[config.mk]
export PLATFORM = sky130hd
export DESIGN_NAME = imem_port_arbiter
export DESIGN_NICKNAME = d
export VERILOG_FILES = /design/src/rtl/imem_port_arbiter.sv
export SDC_FILE = /design/constraint.sdc
export NUM_CORES = 1
export LEC_CHECK = 0
export BUFFER_PORTS_ARGS = -buffer_cell sky130_fd_sc_hd__buf_2
export CAP_MARGIN = 20
export CORE_AREA = 10 10 95 118
export DETAILED_ROUTE_END_ITERATION = 8
export DIE_AREA = 0 0 105 128
export PLACE_DENSITY = 0.78
export SLEW_MARGIN = 20
export SYNTH_ARGS = -nofsm -noshare
export SYNTH_HDL_FRONTEND = slang
export SYNTH_SLANG_ARGS = --single-unit
[constraint.sdc]
create_clock -name clk -period 1.3 [get_ports clk]
set_input_delay 0.26 -clock clk [delete_from_list [all_inputs] [get_ports clk]]
set_output_delay 0.26 -clock clk [all_outputs]
set_load 0.01 [all_outputs]
[src/rtl/imem_port_arbiter.sv]
//==============================================================================
// imem_port_arbiter : round-robin sharing of the instruction memory read port
// between fetch (IF) and load (LD); optional counters via IMEM_ARB_PERF_EN
// Revision: 1.0
//==============================================================================
`default_nettype none

module imem_port_arbiter #(
  parameter int ADDR_W  = 32,
  parameter int DATA_W  = 32,
  parameter int MEM_LAT = 2
) (
  input  logic              clk,
  input  logic              rst_n,
  input  logic              if_valid,
  output logic              if_ready,
  input  logic [ADDR_W-1:0] if_addr,
  input  logic              if_flush,
  output logic              if_rvalid,
  output logic [DATA_W-1:0] if_rdata,
  input  logic              ld_valid,
  output logic              ld_ready,
  input  logic [ADDR_W-1:0] ld_addr,
  output logic              ld_rvalid,
  output logic [DATA_W-1:0] ld_rdata,
  output logic [ADDR_W-1:0] mem_addr,
  input  logic [DATA_W-1:0] mem_rdata
`ifdef IMEM_ARB_PERF_EN
  ,
  output logic [31:0]       perf_if_grants,
  output logic [31:0]       perf_ld_grants,
  output logic [31:0]       perf_conflicts
`endif
);

  localparam logic OWN_IF = 1'b0;
  localparam logic OWN_LD = 1'b1;

  logic               last_grant;
  logic [ADDR_W-1:0]  hold_addr;
  logic [MEM_LAT-1:0] pipe_vld;
  logic [MEM_LAT-1:0] pipe_own;
  logic               grant_if;
  logic               grant_ld;
  logic               push_vld;
  logic               tail_vld;
  logic               tail_own;

  // Both valid: the requester that did not win last time gets the port.
  always_comb begin
    grant_if = rst_n & if_valid & (~ld_valid | (last_grant == OWN_LD));
    grant_ld = rst_n & ld_valid & (~if_valid | (last_grant == OWN_IF));
  end

  assign if_ready = grant_if;
  assign ld_ready = grant_ld;
  assign mem_addr = grant_if ? if_addr : (grant_ld ? ld_addr : hold_addr);

  // A fetch granted in a flush cycle is already dead, so it never enters the pipe.
  assign push_vld = grant_ld | (grant_if & ~if_flush);
  assign tail_vld = pipe_vld[MEM_LAT-1];
  assign tail_own = pipe_own[MEM_LAT-1];

  assign if_rvalid = rst_n & tail_vld & (tail_own == OWN_IF) & ~if_flush;
  assign ld_rvalid = rst_n & tail_vld & (tail_own == OWN_LD);
  assign if_rdata  = mem_rdata;
  assign ld_rdata  = mem_rdata;

  always_ff @(posedge clk) begin
    if (!rst_n) begin
      last_grant <= OWN_IF;
      hold_addr  <= '0;
      pipe_vld   <= '0;
      pipe_own   <= '0;
    end else begin
      if (grant_if | grant_ld) begin
        last_grant <= grant_ld ? OWN_LD : OWN_IF;
      end
      hold_addr   <= mem_addr;
      pipe_vld[0] <= push_vld;
      pipe_own[0] <= grant_ld;
      for (int i = MEM_LAT - 1; i >= 1; i--) begin
        pipe_vld[i] <= pipe_vld[i-1] & ~(if_flush & (pipe_own[i-1] == OWN_IF));
        pipe_own[i] <= pipe_own[i-1];
      end
    end
  end

`ifdef IMEM_ARB_PERF_EN
  always_ff @(posedge clk) begin
    if (!rst_n) begin
      perf_if_grants <= '0;
      perf_ld_grants <= '0;
      perf_conflicts <= '0;
    end else begin
      if (grant_if)             perf_if_grants <= perf_if_grants + 32'd1;
      if (grant_ld)             perf_ld_grants <= perf_ld_grants + 32'd1;
      if (if_valid && ld_valid) perf_conflicts <= perf_conflicts + 32'd1;
    end
  end
`endif

endmodule

`default_nettype wire

==> results of run 1 <==
==> worst min-delay path: stages <==
cell and delay (ps):
buf_2 110, inv_1 60, a21o_1 100
==> area by class of cell <==
| cell class | count | area, sq um |
|---|---|---|
| repair buffers | 173 | 1180 |
| multi-input cells | 270 | 2240 |
| inverters | 1 | 3.75 |
| flip-flops and latches | 37 | 742 |
| clock inverters | 1 | 5.00 |
| fillers | 878 | 4500 |
| well taps | 123 | 154 |
| clock buffers | 7 | 153 |
==> kinds of logic after synthesis <==
kind of cell / count (synthesis) / share of synthesized area, %
buffers and inverters: 106 / 22.2
flip-flops: 37 / 20.8
multiplexers: 64 / 19.1
AO/OA/AOI/OAI: 133 / 25.3
AND/OR/NAND/NOR: 73 / 12.6
==> timing repair <==
| item | CTS | global route |
|---|---|---|
| gates cloned | 0 | 1 |
| setup endpoints to repair | 39 | 51 |
| buffers inserted | 0 | 0 |
| pin swaps | 0 | 0 |
| gates resized for setup | 26 | 14 |
==> routing by layer <==
| metal | share of wire (%) | GRT usage, % | up-vias | routed length (microns) |
|---|---|---|---|---|
| li1 | - | - | 1566 | - |
| met5 | 0 | 0 | - | 0 |
| met4 | 2.3 | 6.15 | 0 | 230 |
| met1 | 39 | 14.3 | 1515 | 3890 |
| met3 | 5.8 | 4.28 | 40 | 584 |
| met2 | 53 | 25.3 | 76 | 5360 |
==> power by group <==
part / leakage (uW) / switching, uW / internal (uW)
Sequential: 0.000309 / 45.2 / 1230
Combinational: 0.00154 / 706 / 766
Clock: 0.0000799 / 496 / 813
==> path summary, 6_finish.rpt <==
kind | startpoint | endpoint | cells after the start | slack [ps]
setup / recovery | last_grant | mem_addr[11] | 5 | -480
hold / removal | if_flush | pipe_vld[0] | 3 | 280
setup reg to reg | last_grant | hold_addr[12] | 5 | 0
hold reg to reg | pipe_vld[0] | pipe_vld[1] | 1 | 450
==> cells in the final DEF (no fill, tap or decap), types with 2 or more instances in the layout <==
| cell | netlist | routed |
|---|---|---|
| buf_2 | 14 | 103 |
| a21oi_1 | 66 | 65 |
| buf_4 | 66 | 58 |
| dfxtp_1 | 37 | 36 |
| nor3_1 | 33 | 32 |
| a211oi_2 | 29 | 32 |
| mux2_2 | 32 | 32 |
| o21ai_0 | 31 | 31 |
| or2b_1 | 22 | 22 |
| mux2i_2 | 0 | 17 |
| nand2b_1 | 11 | 11 |
| mux2i_4 | 0 | 10 |
| buf_12 | 4 | 9 |
| clkbuf_16 | 0 | 6 |
| mux2i_1 | 32 | 5 |
| nand2_1 | 2 | 2 |
| clkbuf_8 | 0 | 2 |
| buf_6 | 8 | 2 |
==> metrics by stage <==
step                      setup TNS (ps)  util [%]  setup slack [ps]  power [uW]
after floorplan                    -1990         -             -68.5        2300
after global placement            -10500      45.6              -262        2590
after detailed placement          -12220      45.6              -314        2650
after CTS                         -15150      48.8              -496        4050
after global routing              -17120      49.9              -545        4270
final                             -14690      49.9              -485        4060
==> sequential cells by signal, indices dropped and copies added (netlist names) <==
name	flops
hold_addr	32
pipe_own	2
pipe_vld	2
last_grant	1
==> cells in the mapped netlist, types with 2 or more instances <==
cell type	n
clkbuf_1	12
buf_12	4
dfxtp_1	37
mux2i_1	32
or2b_1	22
nor3_1	33
buf_6	8
nand2_1	2
o21ai_0	31
a21oi_1	66
mux2_2	32
a211oi_2	29
buf_2	14
nand2b_1	11
a211oi_1	3
buf_4	66
==> reports/qor.log, run 1 <==
qor: status.run_status finished with violations
qor: status.failed_checks setup timing
qor: grt.antenna_found_initial 0
qor: grt.first_pass_grt_wire_length 15700 microns
qor: flow_run.max_cap_violation_count 0
qor: floorplanning.top_level_port_count 201
qor: placed_design.dp_cells 603
qor: detailed_routing.drt_wl_total 10100 microns
qor: placed_design.placedInstanceArea 4100 sq um
qor: logic_synthesis.synth_async_sr_flop_share 0%
qor: layout.antenna_cells 0
qor: clock_tree.clk_transition_reported_paths 60 ps
qor: floorplanning.floorplan.core_area 8980 sq um
qor: detailed_routing.ant_nets 0
qor: layout.finish.instance_area 4480 sq um
qor: sta.final_period_minus_worst_setup_slack 1780 ps
qor: logic_synthesis.part_of_the_yosys_area_used_for_sequential_elements 20.8%
qor: detailed_routing.route.detailed.vias_per_inst 5.22
qor: sta.rsz0062_at_grt true
qor: worst_setup_path.list_of_cells_traversed_by_the_critical_path nand2b_4, buf_12, mux2i_2, a211oi_2, buf_2
qor: logic_synthesis.yosysTopAreaCell dfxtp_1
qor: clock_tree.cts.sink_count 37
qor: grt.track_usage 13.9%
qor: worst_setup_path.path_max_fanout 17
qor: clock_tree.hold_buffers_post_cts 0
qor: logic_synthesis.number_of_enable_flip_flop_cells_after_synthesis 0
qor: floorplanning.die_x 105 microns
qor: worst_setup_path.worst-endpoint-required 1040 ps
qor: detailed_routing.drc 0
qor: logic_synthesis.synth.avg_cell_area 8.62 sq um
qor: power.peakVddDrop 0.000497 V
qor: sta.relSlewSlack 84.3%
qor: layout.areaGrowthSynthToFinish 25.8%
qor: logic_synthesis.yosys-top-cells-area dfxtp_1 (21%), buf_4 (14%), a211oi_2 (10%)
qor: worst_setup_path.setup.worst_path.start_class register
qor: logic_synthesis.synth_instances 413
qor: power.power_density 906 nW/um^2
qor: layout.layout-drive-gt1-share 56.6%
qor: detailed_routing.num_vias 3197
qor: layout.nets 589
qor: sta.setup_viol 35
qor: sta.timing_limited_maximum_frequency 0.560 GHz
qor: floorplanning.dieHeight 128 microns
qor: clock_tree.htree_levels 2
qor: detailed_routing.dr.first_iter.drc_count 105
qor: sta.period_share 137%
qor: worst_setup_path.worstPathBufferInverterCount 2
qor: clock_tree.cts.path.max_buffers 2
qor: placed_design.hpwlAfterDp 7480 microns
qor: logic_synthesis.postSynthRegisterBits 37
qor: logic_synthesis.synthFlopType dfxtp_1
qor: worst_setup_path.critPathSlowestCell dfxtp_2
qor: floorplanning.rows 39
qor: detailed_routing.post_drt_wl_per_cell 16.4 microns
qor: sta.timing_hold_violations_final 0
qor: logic_synthesis.yosys_warning_total 0
qor: logic_synthesis.netlist.area_leader.share 20.8%
qor: grt.grt.overflow.total 0
qor: floorplanning.initial_utilization 39.6%
qor: sta.final.hold.worst_slack 278 ps
qor: worst_setup_path.crit_arrival 1520 ps
qor: power.static-leakage-power 0.00192 uW
qor: logic_synthesis.ys_types 27
qor: placed_design.port_buffers 104
qor: detailed_routing.drt_pass1_iterations 4
qor: logic_synthesis.netlist_area 3560 sq um
qor: worst_setup_path.critPathTopFamily buffers and inverters
qor: worst_setup_path.critPathMaxStageDelay 320 ps
qor: grt.vias_in_the_first_global_route 3325
qor: worst_hold_path.hold_path.class input pin to register
qor: clock_tree.clock_insertion_delay_worst_skew 290 ps
qor: clock_tree.clock_buffer_count_from_cts 5
qor: sta.layout_setup_ws -485 ps
qor: sta.fin_worst_skew 6.36 ps
qor: grt.grt_max_degree 32
qor: logic_synthesis.synth_nets 514
qor: worst_setup_path.criticalPathCategory register to primary output
qor: sta.worst-slew-pin-transition 228 ps
qor: sta.timing_max_transition_violations_final 0
qor: clock_tree.clock-root-buffer clkbuf_16
qor: floorplanning.design.die.area 13400 sq um
qor: placed_design.routabilityCongestion 0.802
qor: worst_setup_path.endpoint_kind primary output
qor: layout.post_layout_nonfiller_instances 612
qor: clock_tree.cts_tree built
No activity file was read; power rests on OpenSTA's default activity.
==> run 2: changes to the inputs <==
Settings changed: REMOVE_ABC_BUFFERS set to 1.
==> run 2 against run 1 <==
Worst hold slack lost 12 ps. Critical path depth is the same. Cell count shrank 0.65%. Clock skew shrank 2.6 ps. Count of clock-buffer cells in the layout shrank 2. Combinational power shrank 3%. Maximum frequency shrank 2.3%. Flip-flop and latch count is the same. Sequential share of layout area grew 0.28 points. Worst setup slack lost 42 ps. Core utilization shrank 0.82 points. Register-to-register slack is essentially flat. The flow still finishes with violations (setup timing). Largest power group is now the clock network. Highest routed layer is now met5.
==> reports/qor.log, run 2 (synthesized netlist as in run 1, its figures left out) <==
qor: status.run_status finished with violations
qor: status.failed_checks setup timing
qor: clock_tree.clock_insertion_delay_worst_skew 280 ps
qor: sta.worst-slew-pin-transition 273 ps
qor: sta.timing_limited_maximum_frequency 0.547 GHz
qor: worst_setup_path.crit_arrival 1570 ps
qor: layout.nets 585
qor: floorplanning.initial_utilization 39.6%
qor: sta.layout_setup_ws -527 ps
qor: layout.largest_reg_flops 32
qor: layout.top_reg_by_flops hold_addr
qor: detailed_routing.drt_wl_total 12400 microns
qor: clock_tree.clock_buffer_count_from_cts 5
qor: layout.layout_commonest_cell buf_2
qor: clock_tree.htree_levels 2
qor: detailed_routing.m1WireLength 5000 microns
qor: grt.grt_max_degree 39
qor: clock_tree.cts_tree built
qor: worst_hold_path.hp-start if_flush
qor: sta.fin_worst_skew 3.76 ps
qor: power.static-leakage-power 0.00190 uW
qor: sta.rsz0062_at_grt true
qor: sta.timing_hold_violations_final 0
qor: placed_design.port_buffers 104
qor: layout.layout-drive-gt1-share 55.3%
qor: grt.first_pass_grt_wire_length 18600 microns
qor: power.clock_power_share 37.2%
qor: worst_setup_path.rr_startpoint last_grant
qor: clock_tree.cts.path.max_buffers 2
qor: clock_tree.clk_transition_reported_paths 60 ps
qor: worst_setup_path.endpoint_kind primary output
qor: detailed_routing.met3_wirelength 1360 microns
qor: detailed_routing.route.detailed.vias_per_inst 5.39
qor: detailed_routing.ant_nets 0
qor: layout.areaGrowthSynthToFinish 23.7%
qor: power.peakVddDrop 0.000525 V
qor: placed_design.dp_cells 598
qor: detailed_routing.dr.first_iter.drc_count 111
qor: layout.biggestRegsByFlops hold_addr (32), pipe_own (2), pipe_vld (2)
qor: detailed_routing.num_vias 3278
qor: layout.finish.instance_area 4400 sq um
qor: worst_setup_path.path_max_fanout 9
qor: power.power.switching_fraction 28.8%
qor: grt.antenna_found_initial 0
qor: grt.track_usage 17.3%
qor: grt.grt.overflow.total 0
qor: worst_hold_path.hold_path.class input pin to register
qor: detailed_routing.drc 0
qor: detailed_routing.drt_pass1_iterations 4
qor: sta.period_share 141%
qor: clock_tree.hold_buffers_post_cts 0
qor: power.power_density 978 nW/um^2
qor: placed_design.hpwlAfterDp 9750 microns
qor: power.net-switching-power 1240 uW
qor: layout.layout.cells.most_common_list buf_2 (101), a21oi_1 (66), buf_4 (56)
qor: power.power.share.combinational 33.2%
qor: worst_setup_path.criticalPathCategory register to primary output
qor: floorplanning.dieHeight 128 microns
qor: worst_setup_path.startpoint last_grant
qor: layout.post_layout_nonfiller_instances 608
qor: floorplanning.design.die.area 13400 sq um
qor: worst_setup_path.worst-endpoint-required 1040 ps
qor: flow_run.max_cap_violation_count 0
qor: detailed_routing.wl_met2 5930 microns
qor: layout.antenna_cells 0
qor: sta.final_period_minus_worst_setup_slack 1830 ps
qor: sta.setup_total_negative_slack -16140 ps
qor: floorplanning.rows 39
qor: sta.relSlewSlack 81.7%
qor: clock_tree.cts.sink_count 37
qor: worst_setup_path.setup.worst_path.start_class register
qor: floorplanning.top_level_port_count 201
qor: sta.timing_max_transition_violations_final 0
qor: clock_tree.clock-root-buffer clkbuf_16
qor: detailed_routing.highest_metal_layer_with_signal_wires met5
qor: floorplanning.die_x 105 microns
qor: detailed_routing.post_drt_wl_per_cell 20.4 microns
qor: power.share_seq_of_total_power 29.6%
qor: placed_design.routabilityCongestion 0.780
qor: placed_design.placedInstanceArea 4000 sq um
qor: grt.vias_in_the_first_global_route 3425
qor: sta.setup_viol 37
qor: floorplanning.floorplan.core_area 8980 sq um
qor: power.power.internal 3060 uW
==> run 2: cell count changes in the layout (fill, tap and decap cells not counted), moves of 2 or more <==
cell / previous run / this run
mux2i_4: 10 / 6
mux2i_2: 17 / 20
a211oi_1: 0 / 2
a211oi_2: 32 / 30
buf_12: 9 / 7
buf_2: 103 / 101
buf_4: 58 / 56
buf_6: 2 / 4
bufinv_16: 0 / 2
clkbuf_8: 2 / 0
==> run 2: layout make-up <==
class                   instances  area (sq um)
flip-flops and latches         37           742
fillers                       871          4580
repair buffers                169          1130
inverters                       1          3.75
clock buffers                   5           125
clock inverters                 3          65.1
well taps                     123           154
multi-input cells             270          2190
==> run 2: per-stage QoR <==
| step | hold slack (ps) | total power, uW | setup slack [ps] | utilization [%] |
|---|---|---|---|---|
| 2_1_floorplan | 349 | 1910 | -271 | - |
| 3_3_place_gp | 434 | 2550 | -345 | 44.5 |
| 3_5_place_dp | 441 | 2600 | -398 | 44.5 |
| 4_1_cts | 261 | 4270 | -542 | 47.4 |
| 5_1_grt | 276 | 4520 | -583 | 49.0 |
| 6_report | 266 | 4310 | -527 | 49.0 |
==> run 2: final timing paths <==
path | endpoint | slack [ps] | cells past startpoint
worst min-delay path | pipe_vld[0] | 270 | 3
worst max register to register | hold_addr[18] | -10 | 5
worst max-delay path | mem_addr[21] | -530 | 5
worst min register to register | pipe_vld[1] | 440 | 1
==> run 2: power groups by stage <==
| stage | clock [uW] | combinational (uW) | sequential (uW) |
|---|---|---|---|
| 2_1_floorplan | 0 | 620 | 1290 |
| 3_3_place_gp | 0 | 1260 | 1290 |
| 3_5_place_dp | 0 | 1300 | 1300 |
| 4_1_cts | 1640 | 1350 | 1280 |
| 5_1_grt | 1680 | 1550 | 1290 |
| 6_report | 1600 | 1430 | 1280 |
==> run 2: critical path: stages (launching register included) <==
cell and delay (ps):
dfxtp_2 320, nand2b_4 200, buf_12 180, mux2i_2 160
a211oi_2 250, buf_2 170
==> run 2: timing repair <==
item	CTS	global route
endpoints found under the setup margin	53	58
setup buffers	1	1
gates resized for setup	18	27
pin swaps	3	2
cloned	0	0
==> run 2: layer usage <==
layer	vias up	track usage, %
met4	2	4.21
met2	141	27.8
met3	12	10.1
met1	1568	18.8
li1	1555	-
met5	-	5.26
